<file path="config.mk">
export PLATFORM = sky130hd
export DESIGN_NAME = wb_writer
export DESIGN_NICKNAME = d
export VERILOG_FILES = /design/src/rtl/wb_writer_pkg.sv /design/src/rtl/wb_fifo.sv /design/src/rtl/wb_writer.sv
export SDC_FILE = /design/constraint.sdc
export NUM_CORES = 1
export LEC_CHECK = 0
export CELL_PAD_IN_SITES_DETAIL_PLACEMENT = 0
export CELL_PAD_IN_SITES_GLOBAL_PLACEMENT = 1
export CORE_MARGIN = 1.5
export CORE_UTILIZATION = 48
export DETAILED_ROUTE_END_ITERATION = 10
export MAX_ROUTING_LAYER = met4
export PLACE_DENSITY = 0.84
export SYNTH_ARGS = -nofsm -noshare
export SYNTH_HDL_FRONTEND = slang
export SYNTH_SLANG_ARGS = --single-unit
</file>
<file path="constraint.sdc">
create_clock -name clk -period 4.4 [get_ports clk]
set_input_delay 1.32 -clock clk [delete_from_list [all_inputs] [get_ports clk]]
set_output_delay 1.32 -clock clk [all_outputs]
set_load 0.005 [all_outputs]
</file>
<file path="src/rtl/wb_writer_pkg.sv">
// Shared types and helpers for the register-bank writeback controller.
package wb_writer_pkg;

    localparam int REG_ADDR_W = 5;
    localparam int DATA_W     = 32;
    localparam int NUM_REGS   = 32;

    // One pending register write: destination and value.
    typedef struct packed {
        logic [REG_ADDR_W-1:0] wa;
        logic [DATA_W-1:0]     data;
    } wb_req_t;

    // Decode a register address into a one-bit-per-register mask.
    function automatic logic [NUM_REGS-1:0] onehot32(input logic [REG_ADDR_W-1:0] addr);
        return NUM_REGS'(1) << addr;
    endfunction

endpackage

</file>
<file path="src/rtl/wb_fifo.sv">
// Result FIFO for the multi-cycle producer. Besides the usual head/count
// view it exposes every slot's destination and valid bit so the
// arbiter can detect WAW conflicts and build the pending-write mask.
module wb_fifo
    import wb_writer_pkg::*;
#(
    parameter  int DEPTH = 4,
    parameter  int WA_W  = REG_ADDR_W,
    parameter  int DW    = DATA_W,
    localparam int PTR_W = $clog2(DEPTH),
    localparam int CNT_W = PTR_W + 1
) (
    input  logic                       clk,
    input  logic                       rst_n,
    input  logic                       push_i,
    input  logic [WA_W-1:0]            push_wa_i,
    input  logic [DW-1:0]              push_data_i,
    input  logic                       pop_i,
    output logic                       full_o,
    output logic                       empty_o,
    output logic [CNT_W-1:0]           cnt_o,
    output logic [WA_W-1:0]            head_wa_o,
    output logic [DW-1:0]              head_data_o,
    output logic [DEPTH-1:0][WA_W-1:0] entry_wa_o,
    output logic [DEPTH-1:0]           entry_vld_o
);

    logic [DEPTH-1:0][WA_W-1:0] wa_mem_q;
    logic [DW-1:0]              data_mem_q [DEPTH];
    logic [PTR_W-1:0]           wr_ptr_q, wr_ptr_d;
    logic [PTR_W-1:0]           rd_ptr_q, rd_ptr_d;
    logic [CNT_W-1:0]           cnt_q, cnt_d;
    logic [DEPTH-1:0]           vld_q, vld_d;
    logic                       push_ok, pop_ok;

    assign full_o      = (cnt_q == CNT_W'(DEPTH));
    assign empty_o     = (cnt_q == '0);
    assign cnt_o       = cnt_q;
    assign head_wa_o   = wa_mem_q[rd_ptr_q];
    assign head_data_o = data_mem_q[rd_ptr_q];
    assign entry_wa_o  = wa_mem_q;
    assign entry_vld_o = vld_q;

    // Guard against pushing into a full FIFO or popping an empty one.
    assign push_ok = push_i && !full_o;
    assign pop_ok  = pop_i && !empty_o;

    // Next-state for pointers, occupancy and per-slot valid bits.
    always_comb begin
        // NOTE: every output gets a default first so no path leaves it unassigned (no latch).
        wr_ptr_d = wr_ptr_q;
        rd_ptr_d = rd_ptr_q;
        vld_d    = vld_q;
        if (push_ok) begin
            wr_ptr_d        = wr_ptr_q + 1'b1;
            vld_d[wr_ptr_q] = 1'b1;
        end
        if (pop_ok) begin
            rd_ptr_d        = rd_ptr_q + 1'b1;
            vld_d[rd_ptr_q] = 1'b0;
        end
        cnt_d = cnt_q + CNT_W'(push_ok) - CNT_W'(pop_ok);
    end

    // Control state: cleared by reset so a reset discards all queued entries.
    always_ff @(posedge clk or negedge rst_n) begin
        if (!rst_n) begin
            // NOTE: sequential state uses non-blocking assignments so all registers update together.
            wr_ptr_q <= '0;
            rd_ptr_q <= '0;
            cnt_q    <= '0;
            vld_q    <= '0;
        end else begin
            wr_ptr_q <= wr_ptr_d;
            rd_ptr_q <= rd_ptr_d;
            cnt_q    <= cnt_d;
            vld_q    <= vld_d;
        end
    end

    // Slot storage: written at the tail on push.
    // NOTE: storage is not reset; the valid bits decide whether a slot means anything.
    always_ff @(posedge clk) begin
        if (push_ok) begin
            wa_mem_q[wr_ptr_q]   <= push_wa_i;
            data_mem_q[wr_ptr_q] <= push_data_i;
        end
    end

endmodule

</file>
<file path="src/rtl/wb_writer.sv">
// Writeback controller: merges the single-cycle ALU result path with the
// buffered load/mul path onto the register bank's single write port,
// keeping WAW order per destination and publishing a pending-write mask.
module wb_writer
    import wb_writer_pkg::*;
#(
    parameter  int DEPTH    = 4,
    parameter  bit ZERO_REG = 1'b1,
    localparam int CNT_W    = $clog2(DEPTH) + 1
) (
    input  logic                  clk,
    input  logic                  rst_n,
    input  logic                  s0_valid,
    output logic                  s0_ready,
    input  logic [REG_ADDR_W-1:0] s0_wa,
    input  logic [DATA_W-1:0]     s0_data,
    input  logic                  s1_valid,
    output logic                  s1_ready,
    input  logic [REG_ADDR_W-1:0] s1_wa,
    input  logic [DATA_W-1:0]     s1_data,
    output logic                  rf_we,
    output logic [REG_ADDR_W-1:0] rf_wa,
    output logic [DATA_W-1:0]     rf_dw,
    output logic [NUM_REGS-1:0]   pend_mask,
    output logic [CNT_W-1:0]      fifo_cnt
);

    logic                             fifo_full, fifo_empty;
    logic [REG_ADDR_W-1:0]            head_wa;
    logic [DATA_W-1:0]                head_data;
    logic [DEPTH-1:0][REG_ADDR_W-1:0] entry_wa;
    logic [DEPTH-1:0]                 entry_vld;

    logic    conflict, grant_s0, grant_fifo, gnt_valid;
    wb_req_t gnt_req;

    logic                  rf_we_q, rf_we_d;
    logic [REG_ADDR_W-1:0] rf_wa_q, rf_wa_d;
    logic [DATA_W-1:0]     rf_dw_q, rf_dw_d;

    // A full FIFO refuses new items outright; there is no bypass path.
    assign s1_ready = !fifo_full;
    assign s0_ready = grant_s0;

    wb_fifo #(
        .DEPTH (DEPTH),
        .WA_W  (REG_ADDR_W),
        .DW    (DATA_W)
    ) u_fifo (
        .clk         (clk),
        .rst_n       (rst_n),
        .push_i      (s1_valid && s1_ready),
        .push_wa_i   (s1_wa),
        .push_data_i (s1_data),
        .pop_i       (grant_fifo),
        .full_o      (fifo_full),
        .empty_o     (fifo_empty),
        .cnt_o       (fifo_cnt),
        .head_wa_o   (head_wa),
        .head_data_o (head_data),
        .entry_wa_o  (entry_wa),
        .entry_vld_o (entry_vld)
    );

    // The ALU result must wait while any older queued write targets the same register.
    always_comb begin
        conflict = 1'b0;
        for (int i = 0; i < DEPTH; i++) begin
            if (entry_vld[i] && (entry_wa[i] == s0_wa)) conflict = 1'b1;
        end
    end

    // Grant: a full FIFO drains first, then the ALU, then any queued result.
    always_comb begin
        grant_s0   = 1'b0;
        grant_fifo = 1'b0;
        if (fifo_full) begin
            grant_fifo = 1'b1;
        end else if (s0_valid && !conflict) begin
            grant_s0 = 1'b1;
        end else if (!fifo_empty) begin
            grant_fifo = 1'b1;
        end
        gnt_valid = grant_s0 || grant_fifo;
        gnt_req   = grant_s0 ? '{wa: s0_wa, data: s0_data} : '{wa: head_wa, data: head_data};
    end

    // Output register next-state; address/data hold when nothing is granted.
    always_comb begin
        rf_we_d = gnt_valid && !(ZERO_REG && (gnt_req.wa == '0));
        rf_wa_d = gnt_valid ? gnt_req.wa   : rf_wa_q;
        rf_dw_d = gnt_valid ? gnt_req.data : rf_dw_q;
    end

    // Registered write port into the bank.
    always_ff @(posedge clk or negedge rst_n) begin
        if (!rst_n) begin
            rf_we_q <= 1'b0;
            rf_wa_q <= '0;
            rf_dw_q <= '0;
        end else begin
            rf_we_q <= rf_we_d;
            rf_wa_q <= rf_wa_d;
            rf_dw_q <= rf_dw_d;
        end
    end

    assign rf_we = rf_we_q;
    assign rf_wa = rf_wa_q;
    assign rf_dw = rf_dw_q;

    // Pending writes: every queued destination plus the one currently on the port.
    always_comb begin
        pend_mask = '0;
        for (int i = 0; i < DEPTH; i++) begin
            if (entry_vld[i]) pend_mask = pend_mask | onehot32(entry_wa[i]);
        end
        if (rf_we_q) pend_mask = pend_mask | onehot32(rf_wa_q);
        if (ZERO_REG) pend_mask[0] = 1'b0;
    end

endmodule

</file>
==> summary.md, run 1 <==
| Metric | Value |
|---|---|
| Result of the run | complete, no violations |
| Overall routing resource usage | 0.2550 |
| Peak supply drop | 530.2 µV |
| Number of warnings printed during yosys synthesis | 0 |
| Startpoint of the worst hold path | u_fifo.cnt_o[2] |
| Clock insertion delay at the later pin of the skew report | 430 ps |
| Pre-antenna DRT Iters | 5 |
| Synthesized cell area | between 0.009 and 0.01 mm² |
| Setup tns final | 0 ps |
| Longest Clk Path Bufs | 2 |
| Average instance area after synthesis | 15.11 µm² |
| Top-level I/O count | 153 |
| Share of flip-flops with an asynchronous set or reset | 0.2487 |
| Max Clock Skew | 11.92 ps |
| GP Congestion | around 0.85 |
| Net count of the finished layout | 871 |
| Post-synthesis sequential area ratio | 0.5844 |
| Hold violation total from the final report | 0 |
| Hold/Removal Path Class | reg -> reg |
| Number of hold buffers added after CTS | 0 |
| Initial standard-cell utilization of the core | 0.4937 |
| Launching element type of the critical path | input pin |
| Largest cells by area after synthesis | sky130_fd_sc_hd__edfxtp_1, sky130_fd_sc_hd__dfrtp_1, sky130_fd_sc_hd__mux2_2 |
| Number of violations reported at the end of detailed-routing iteration 0 | ~470 |
| Cell accounting for the most synthesized area | sky130_fd_sc_hd__edfxtp_1 |
| Number of placement rows | 51 |
| Req. time, crit path | 3080 ps |
| Slew Viols, Final | 0 |
| CORE AREA | 0.01965 mm² |
| Final period utilization | 0.9879 |
| Max capacitance violation total | 0 |
| Most frequently used flop master after synthesis | sky130_fd_sc_hd__edfxtp_1 |
| Max H-tree Level | 4 |
| Synthesis-to-finish area growth | 22.10% |
| Reg clk slew, reported paths | 70 ps |
| Synthesis-stage register bit count | 197 |
| CTS Sinks | 197 |
| Vias in the first global route | 6,818 |
| First-pass GRT wire length | approximately 39,000 µm |
| Cell variety after synth | 48 |
| Startpoint of the worst setup timing path | s0_wa[3] |
| Final number of setup-violating endpoints | 0 |
| Average detailed-routed wire length per instance | 23.99 µm |
| Synth top area share | 0.4580 |
| Post-DP HPWL | 17,610 µm |
| Fin util | 0.6028 |
| Total clock buffers created by CTS | 17 |
| Design Area, Final | 0.01185 mm² |
| Die ar. | 0.02108 mm² |
| IO buf count | roughly 150 |
| Total power consumption of the routed design | 7.366 mW |
| Share of post-route cells with drive strength above 1 | 0.2252 |
| DRC violation count after routing | 0 |
| Number of enable-type register cells in the synthesized netlist | 148 |
| Most frequently used cell type in the post-synthesis netlist | sky130_fd_sc_hd__edfxtp_1 |
| Die Width | 145.2 µm |
| Vias per Instance | 5.958 |
| Maximum number of pins on one net before global-route repair | 42 |
| Height of the chip | 145.2 µm |
| Launching point of the worst reg2reg path | u_fifo.entry_wa_o[16] |
| Commonest cells in the netlist | sky130_fd_sc_hd__edfxtp_1, sky130_fd_sc_hd__mux2_2, sky130_fd_sc_hd__dfrtp_1, sky130_fd_sc_hd__nor2_1, sky130_fd_sc_hd__a22oi_1 |
| Net Count, Synth | 731 |
| Final period demand of the worst path | roughly 4300 ps |
| Capturing element type of the critical path | output pin |
| Cell count after synthesis | 642 |
| Post-DRT Antenna Nets | 0 |
| Worst-Margin Slew | 799.3 ps |
| Data arrival, critical path | between 3000 and 4000 ps |
| Root buffer cell | sky130_fd_sc_hd__clkbuf_16 |
| Critical-path maximum fanout | 5 |
| Via count of the routed design | 6,315 |
| Worst setup path category | in -> out |
| Antenna cells | 0 |
| Remaining global-route overflow | 0 |
| Headroom to the max-slew limit | 0.4671 |
| Antenna violations before repair | 0 |
| Total detailed-routing wirelength | 25,430 µm |
| TritonCTS clock tree | done |
| Leak Pwr | 4.143 nW |
| PwrDens | between 600 and 700 mW/mm² |
| Achievable Freq | 230.1 MHz |
| Cell area after placement | approximately 0.011 mm² |
## layout by cell type, fill, tap and decap left out, types with 4 or more instances in the layout
master and n:
sky130_fd_sc_hd__a22oi_1 30, sky130_fd_sc_hd__a2bb2oi_1 4, sky130_fd_sc_hd__and3_1 5, sky130_fd_sc_hd__and3_2 5, sky130_fd_sc_hd__and3b_1 5, sky130_fd_sc_hd__buf_4 18
sky130_fd_sc_hd__clkbuf_16 17, sky130_fd_sc_hd__clkdlybuf4s50_1 145, sky130_fd_sc_hd__dfrtp_1 47, sky130_fd_sc_hd__dlygate4sd2_1 4, sky130_fd_sc_hd__edfxtp_1 148, sky130_fd_sc_hd__ha_1 10
sky130_fd_sc_hd__inv_1 9, sky130_fd_sc_hd__inv_6 4, sky130_fd_sc_hd__mux2_2 64, sky130_fd_sc_hd__mux2_4 11, sky130_fd_sc_hd__mux4_1 9, sky130_fd_sc_hd__mux4_2 28
sky130_fd_sc_hd__nand2_1 23, sky130_fd_sc_hd__nand3_1 26, sky130_fd_sc_hd__nand3b_1 20, sky130_fd_sc_hd__nor2_1 39, sky130_fd_sc_hd__nor3_1 5, sky130_fd_sc_hd__nor3b_1 20
sky130_fd_sc_hd__o221ai_1 16, sky130_fd_sc_hd__o22ai_1 16, sky130_fd_sc_hd__or2_2 5, sky130_fd_sc_hd__or3b_2 5, sky130_fd_sc_hd__xnor2_1 12, sky130_fd_sc_hd__xor2_1 11
## report_power, final
group	total (mW)	internal, mW	switching, mW	leakage [nW]
logic	2.93	1.67	1.25	1.97
registers	3.03	2.54	0.485	1.92
clock network	1.41	0.734	0.676	0.254
## metrics by stage
stage,worst slack [ps],std cells,hold slack (ps)
floorplan,677.6,642,506.8
CTS,10.18,1059,537.3
global placement,-236.9,1027,522.1
detailed placement,-230.8,1027,522.3
finish,53.13,1060,531.3
global route,-6.666,1060,566.7
## worst paths after layout
path                       slack, ps  depth (start not counted)                  to
max                               50                          8            s0_ready
min reg2reg                      530                          1     u_fifo.cnt_o[2]
max in group asynchronous       2630                          2  u_fifo.rd_ptr_q[0]
min in group asynchronous        950                          1            rf_dw[7]
min                              530                          1     u_fifo.cnt_o[2]
max reg2reg                     1400                         13     u_fifo.cnt_o[2]
## area by class of cell
cell class / instances / area (µm²)
fillers: 1507 / 7806
clock inverters: 12 / 96.34
well taps: 265 / 331.6
flip-flops and latches: 197 / 5673
multi-input cells: 388 / 3645
repair buffers: 169 / 1632
inverters: 9 / 33.78
clock buffers: 20 / 436.7
## logic make-up after synthesis
family,Yosys count,share of synthesized area
xor gates and xnor gates,24,0.02244
muxes,113,0.1817
AOI/OAI and AO/OA,70,0.05506
DFF,197,0.5844
buffers and inverters,57,0.04178
other,1,0.0003865
and+or+nand+nor,169,0.09929
adders and majority gates,11,0.01496
## metal layers
layer,vias up,global-route usage,part of all wire
li1,2795,-,-
met1,3143,0.2953,0.40
met2,304,0.4349,0.51
met3,73,0.05000,0.058
met4,0,0.1071,0.034
met5,-,-,0
## registers in the layout, summed over array words and instances (netlist names)
name and cells:
u_fifo.data_mem_q 128, rf_wa 5, u_fifo.entry_wa_o 20, u_fifo.rd_ptr_q 2, rf_we 1, u_fifo.entry_vld_o 4
u_fifo.cnt_o 3, rf_dw 32, u_fifo.wr_ptr_q 2
## critical path: stages
cell and delay, ps:
sky130_fd_sc_hd__dlygate4sd2_1 330, sky130_fd_sc_hd__xor2_1 230, sky130_fd_sc_hd__nor4_2 70, sky130_fd_sc_hd__and3_4 180
sky130_fd_sc_hd__nor3_4 200, sky130_fd_sc_hd__nand2_2 130, sky130_fd_sc_hd__inv_1 70, sky130_fd_sc_hd__clkdlybuf4s50_1 500
## what timing repair did
item,4_1_cts,5_1_grt
pin swaps,0,3
resized for setup,5,4
endpoints found under the setup margin,1,1
buffers inserted,0,1
hold endpoints to repair,0,0
(Power assumes the default switching activity.)
==> run 2: changes to the inputs <==
Settings changed: ABC_AREA set to 1, CORE_UTILIZATION 48 to 45, PLACE_DENSITY 0.84 to 0.85.
==> summary.md, run 2 <==
| Metric | Value |
|---|---|
| Reg clk slew, reported paths | 70 ps (about the same) |
| Final number of setup-violating endpoints | 0 (unchanged) |
| Final period demand of the worst path | 4187 ps (-160.2 ps) |
| Setup tns final | 0 ps (unchanged) |
| Launching point of the worst reg2reg path | u_fifo.entry_wa_o[9] |
| Net Count, Synth | 1,070 (+46%) |
| CORE AREA | 0.02096 mm² (+6.6%) |
| Number of cells on the worst hold path | 2 (+1) |
| Pre-antenna DRT Iters | 5 (unchanged) |
| Max Clock Skew | 24.43 ps (+12.51 ps) |
| Maximum number of pins on one net before global-route repair | 80 (+90%) |
| CTS Sinks | 197 (unchanged) |
| Startpoint of the worst hold path | rf_dw[2] |
| Headroom to the max-slew limit | 0.4216 (-0.04551) |
| Height of the chip | 148.9 µm (+2.6%) |
| Design Area, Final | 0.01197 mm² (+1.0%) |
| Via count of the routed design | 8,057 (+28%) |
| GP Congestion | 1.051 (+24%) |
| Min-Delay Endpoint | rf_dw[2] |
| Number of warnings printed during yosys synthesis | 0 (unchanged) |
| Hold violation total from the final report | 0 (unchanged) |
| Most frequently used flop master after synthesis | sky130_fd_sc_hd__edfxtp_1 |
| Die Width | 148.9 µm (+2.6%) |
| Worst slack after detailed placement | -51.94 ps (+178.9 ps) |
| Max H-tree Level | 4 (unchanged) |
| Peak supply drop | 366.8 µV (-31%) |
| Cell count after synthesis | 981 (+53%) |
| Total detailed-routing wirelength | 28,230 µm (+11%) |
| Share of post-route cells with drive strength above 1 | 0.08971 (-0.1354) |
| Synth top area share | 0.4639 (+0.005923) |
| Largest cells by area after synthesis | sky130_fd_sc_hd__edfxtp_1, sky130_fd_sc_hd__dfrtp_1, sky130_fd_sc_hd__nand2_1 |
| DRC violation count after routing | 0 (unchanged) |
| Most frequently used cell type in the post-synthesis netlist | sky130_fd_sc_hd__nand2_1 |
| Hold/Removal Path Class | reg -> reg |
| Average detailed-routed wire length per instance | 20.00 µm (-17%) |
| Launching element type of the critical path | input pin |
| Net count of the finished layout | 1,213 (+39%) |
| TritonCTS clock tree | done |
| Antenna cells | 0 (unchanged) |
| Die ar. | 0.02217 mm² (+5.2%) |
| Max capacitance violation total | 0 (unchanged) |
| Largest reg by FF count | u_fifo.data_mem_q |
| Fin worst setup slack | 213.3 ps (+160.2 ps) |
| Longest Clk Path Bufs | 2 (unchanged) |
| Data arrival, critical path | 2870 ps (-160 ps) |
| R2r endpoint | u_fifo.cnt_o[1] |
| First-pass GRT wire length | 43,460 µm (+11%) |
| PwrDens | 621.8 mW/mm² (about the same) |
| Number of violations reported at the end of detailed-routing iteration 0 | 605 (+29%) |
| Commonest non-fill, non-tap cell in the layout | sky130_fd_sc_hd__nand2_1 |
| Clock insertion delay at the later pin of the skew report | 440 ps (about the same) |
| Remaining global-route overflow | 0 (unchanged) |
| Capturing element type of the critical path | output pin |
| Cell accounting for the most synthesized area | sky130_fd_sc_hd__edfxtp_1 |
| Number of enable-type register cells in the synthesized netlist | 148 (unchanged) |
| Critical-path maximum fanout | 5 (unchanged) |
| Max FFs per register | 128 (unchanged) |
| Root buffer cell | sky130_fd_sc_hd__clkbuf_16 |
| Worst setup path category | in -> out |
| Worst setup slack for register-to-register paths | 1550 ps (+150 ps) |
| Worst-Margin Slew | 860.9 ps (+61.65 ps) |
| Vias per Instance | 5.706 (-4.2%) |
| Synthesis-stage register bit count | 197 (unchanged) |
| Req. time, crit path | 3080 ps (about the same) |
| Overall routing resource usage | 0.2692 (+0.01417) |
| Number of placement rows | 53 (+3.9%) |
| Antenna violations before repair | 0 (unchanged) |
| Post-CTS setup buffers | 0 (unchanged) |
| Top-level I/O count | 153 (unchanged) |
| Initial standard-cell utilization of the core | 0.4571 (-0.03657) |
| Post-DRT Antenna Nets | 0 (unchanged) |
| Setup repair after global routing missed its margin | no |
| Commonest cells in the netlist | sky130_fd_sc_hd__nand2_1, sky130_fd_sc_hd__edfxtp_1, sky130_fd_sc_hd__nor2_1, sky130_fd_sc_hd__o21ai_0, sky130_fd_sc_hd__nand3_1 |
| Cell area after placement | 0.01140 mm² (+0.83%) |
| IO buf count | 151 (unchanged) |
| Vias in the first global route | 7,641 (+12%) |
| Cell variety after synth | 46 (-4.2%) |
| Achievable Freq | 238.9 MHz (+3.8%) |
| Final period utilization | 0.9515 (-0.03640) |
| Average instance area after synthesis | 9.765 µm² (-35%) |
| Total power consumption of the routed design | 7.440 mW (+1.0%) |
| Layout filler cell count | 1,888 (+25%) |
| Result of the run | complete, no violations |
| Post-cts sizing count | 4 (-1) |
| Leak Pwr | 4.468 nW (+7.8%) |
| Top library cells by usage in the layout, fill and taps aside | sky130_fd_sc_hd__nand2_1, sky130_fd_sc_hd__edfxtp_1, sky130_fd_sc_hd__clkdlybuf4s50_1 |
| Synthesis-to-finish area growth | 24.92% |
| Share of flip-flops with an asynchronous set or reset | 0.2487 (unchanged) |
| Total clock buffers created by CTS | 17 (unchanged) |
| Post-DP HPWL | 19,340 µm (+9.8%) |
| Worst reg-to-reg path cell count | 15 (+2) |
| Slew Viols, Final | 0 (unchanged) |
| Synthesized cell area | 0.009579 mm² (-1.3%) |
| Post-synthesis sequential area ratio | 0.5920 (+0.007557) |
| Number of hold buffers added after CTS | 0 (unchanged) |
-- run 2: routing by layer --
metal | track usage | routed length (µm) | part of all wire
met5 | - | 0 | 0
met3 | 0.04709 | 2102 | 0.074
met1 | 0.3505 | 11640 | 0.41
met4 | 0.1099 | 875 | 0.031
met2 | 0.4188 | 13610 | 0.48
-- run 2: cells by family (layout without fill, tap and decap cells) --
family,Yosys count,count (layout),share of synthesized area
other cells,1,1,0.0003915
fa+ha+maj,11,11,0.01515
simple gates,438,438,0.1932
xor+xnor,5,5,0.004572
compound gates,205,205,0.1358
buf+inv,124,280,0.05891
flops,197,197,0.5920
-- run 2: layout make-up --
class,count,area (µm²),share of cell area
flip-flops and latches,197,5672,0.4740
inverters,73,284.0,0.02373
clock buffers,19,432.9,0.03618
clock inverters,13,137.6,0.01150
multi-input cells,660,3374,0.2820
repair buffers,175,1722,0.1439
well taps,275,344.1,0.02875
-- run 2: per-stage QoR --
stage               cells  utilization  hold slack, ps
global route         1412       0.5711           503.8
finish               1412       0.5711           481.6
floorplan             981            -           472.1
global placement     1380       0.5439           467.5
CTS                  1412       0.5709           487.1
detailed placement   1380       0.5439           467.8
-- run 2: power breakdown --
| part | leakage, nW | internal [mW] | switching, mW | total (mW) |
|---|---|---|---|---|
| clock network | 0.273 | 0.755 | 0.728 | 1.48 |
| registers | 1.94 | 2.54 | 0.329 | 2.87 |
| logic | 2.26 | 1.23 | 1.86 | 3.09 |
| total | 4.47 | 4.52 | 2.92 | 7.44 |
-- run 2: how the worst max path moves through the flow --
stage	from	cells after the start	slack, ps	end
final	s0_wa[0]	9	210	s0_ready
after detailed placement	s0_wa[1]	9	-50	s0_ready
after floorplan	s0_wa[0]	9	900	s0_ready
after global routing	s0_wa[1]	9	80	s0_ready
after CTS	s0_wa[2]	8	2	s0_ready
after global placement	s0_wa[1]	9	-70	s0_ready
-- run 2: worst max-delay path: stages --
cell	delay, ps
sky130_fd_sc_hd__dlygate4sd2_1	310
sky130_fd_sc_hd__inv_2	140
sky130_fd_sc_hd__nand2_1	60
sky130_fd_sc_hd__nand2_1	60
sky130_fd_sc_hd__nor2_1	40
sky130_fd_sc_hd__nand3_1	130
sky130_fd_sc_hd__nand3_2	120
sky130_fd_sc_hd__nor2_4	150
sky130_fd_sc_hd__clkdlybuf4s50_1	520
==> edit: new RTL, config.mk and constraints of run 1 <==
Reset style: synchronous (`rst_n`), changed in 2 clocked blocks.
--- a/src/rtl/wb_fifo.sv
+++ b/src/rtl/wb_fifo.sv
@@ -63,7 +63,7 @@
     end
 
     // Control state: cleared by reset so a reset discards all queued entries.
-    always_ff @(posedge clk or negedge rst_n) begin
+    always_ff @(posedge clk) begin
         if (!rst_n) begin
             // NOTE: sequential state uses non-blocking assignments so all registers update together.
             wr_ptr_q <= '0;
--- a/src/rtl/wb_writer.sv
+++ b/src/rtl/wb_writer.sv
@@ -93,7 +93,7 @@
     end
 
     // Registered write port into the bank.
-    always_ff @(posedge clk or negedge rst_n) begin
+    always_ff @(posedge clk) begin
         if (!rst_n) begin
             rf_we_q <= 1'b0;
             rf_wa_q <= '0;
Check against the original RTL: differs if rst_n is asserted again (counterexample within 4 cycles, from zero or initial values and one cycle with rst_n low); with rst_n held inactive, the same outputs for 4 cycles.
==> edit against run 1 <==
  * Critical path depth shrank 1
  * Sequential cell count grew 2
  * Non-clock buffer count increased by 1
  * Cell area down 1.3%
  * Combinational power down 45%
  * Power shrank 21%
  * Maximum frequency rose by 2.5%
  * Setup slack better by 0.11 ns
  * Die area shrank 2.1%
  * Clock skew up 0.0036 ns
  * Wire length fell by 3.7%
  * Area after synthesis decreased by 2.2%
  * Largest power group unchanged
==> edit: results <==
[hold_path]
whs_path_depth = 2
min_from = "rf_dw[27]"

[placed_design]
post-place-ws_ns = -0.2102
dp_hpwl_um = 17340
gp_congestion = 0.8688

[global_routing]
grt_first_pass_wirelength_um = 37670
grt_max_degree = 45
grt_pass1_vias = 6702
track_usage_pct = 25.29

[power]
p_total_mw = 5.788
powerClk_mw = 1.52
p_leak_nw = 3.885
peakVddDrop_mv = 0.3281
switchingPower_mw = 1.809
p_seq_mw = 2.65

[status]
status = "finished clean"

[synthesis]
synth.distinct_cells = 52
synth_nets = 793
async_flop_share_pct = 0
synthCells = 705
synth_area_leaders = "edfxtp_1 (47%), dfxtp_1 (11%), mux4_2 (8.8%)"
yosysSeqAreaShare_pct = 57.58
synthTopCellsByCount = "edfxtp_1 (148), nor2_1 (82), dfxtp_1 (51)"

[critical_path]
worstRegToRegCells = 10
cpMaxStageDelayCell = "clkdlybuf4s50_1"
cp_slowest_stage_delay_ns = 0.40
crit_arrival_ns = 2.92
worst_path_dominant_cell_family = "buffers and inverters"
setup.worst_path.start = "s0_wa[4]"

[finish]
final_nets = 925
drive_above_1_share_pct = 13.76

[drt]
viasPerCell = 5.931
wirelength_um = 24490
wl_per_cell_um = 21.94

[timing]
tightest_slew_ns = 0.8400
clock_skew_ns = 0.01550

[clock_network]
cts-htree-levels = 4
edit: cells by family after synthesis:
logic type | after synthesis | synth area share, %
buffers and inverters | 64 | 4.508
adders and majority gates | 10 | 1.397
xor gates and xnor gates | 23 | 2.122
muxes | 78 | 13.21
AOI/OAI and AO/OA | 116 | 9.096
and+or+nand+nor | 214 | 12.05
DFF | 199 | 57.58
other | 1 | 0.03951
edit: final timing paths:
check                         end  slack, ns
setup reg to reg  u_fifo.cnt_o[2]       1.27
hold reg to reg         rf_dw[27]       0.50
hold / removal          rf_dw[27]       0.50
setup / recovery         s0_ready       0.16
edit: stage by stage:
| stage | area, µm² | TNS [ns] | util (%) | hold WS, ns |
|---|---|---|---|---|
| 5_1_grt | 11690 | 0 | 60.24 | 0.5272 |
| 3_5_place_dp | 11090 | -0.3164 | 57.18 | 0.4959 |
| 3_3_place_gp | 11090 | -0.1747 | 57.18 | 0.4862 |
| 4_1_cts | 11690 | 0 | 60.24 | 0.5058 |
| 6_report | 11690 | 0 | 60.26 | 0.5020 |
| 2_1_floorplan | 9492 | 0 | - | 0.4938 |
edit: cell type report:
cell class / instances / area [µm²]
inverter: 7 / 26.28
multi-input combinational: 442 / 3612
clock buffer: 18 / 429.2
sequential: 199 / 5468
fill: 1522 / 7710
clock inverter: 14 / 170.2
tap: 265 / 331.6
antenna: 1 / 2.502
timing repair buffer: 170 / 1649
edit: repair_timing:
item                       CTS  global route
setup endpoints to repair    1             0
resized for setup            4             0
hold buffers                 0             0
setup buffers                0             0
edit: per-layer routing:
layer	vias to the layer above	global-route usage [%]	share of wire, %
met5	-	-	0
met4	0	11.06	3.1
met3	59	4.732	6.1
met2	289	40.21	49
met1	3278	31.81	42
li1	2993	-	-
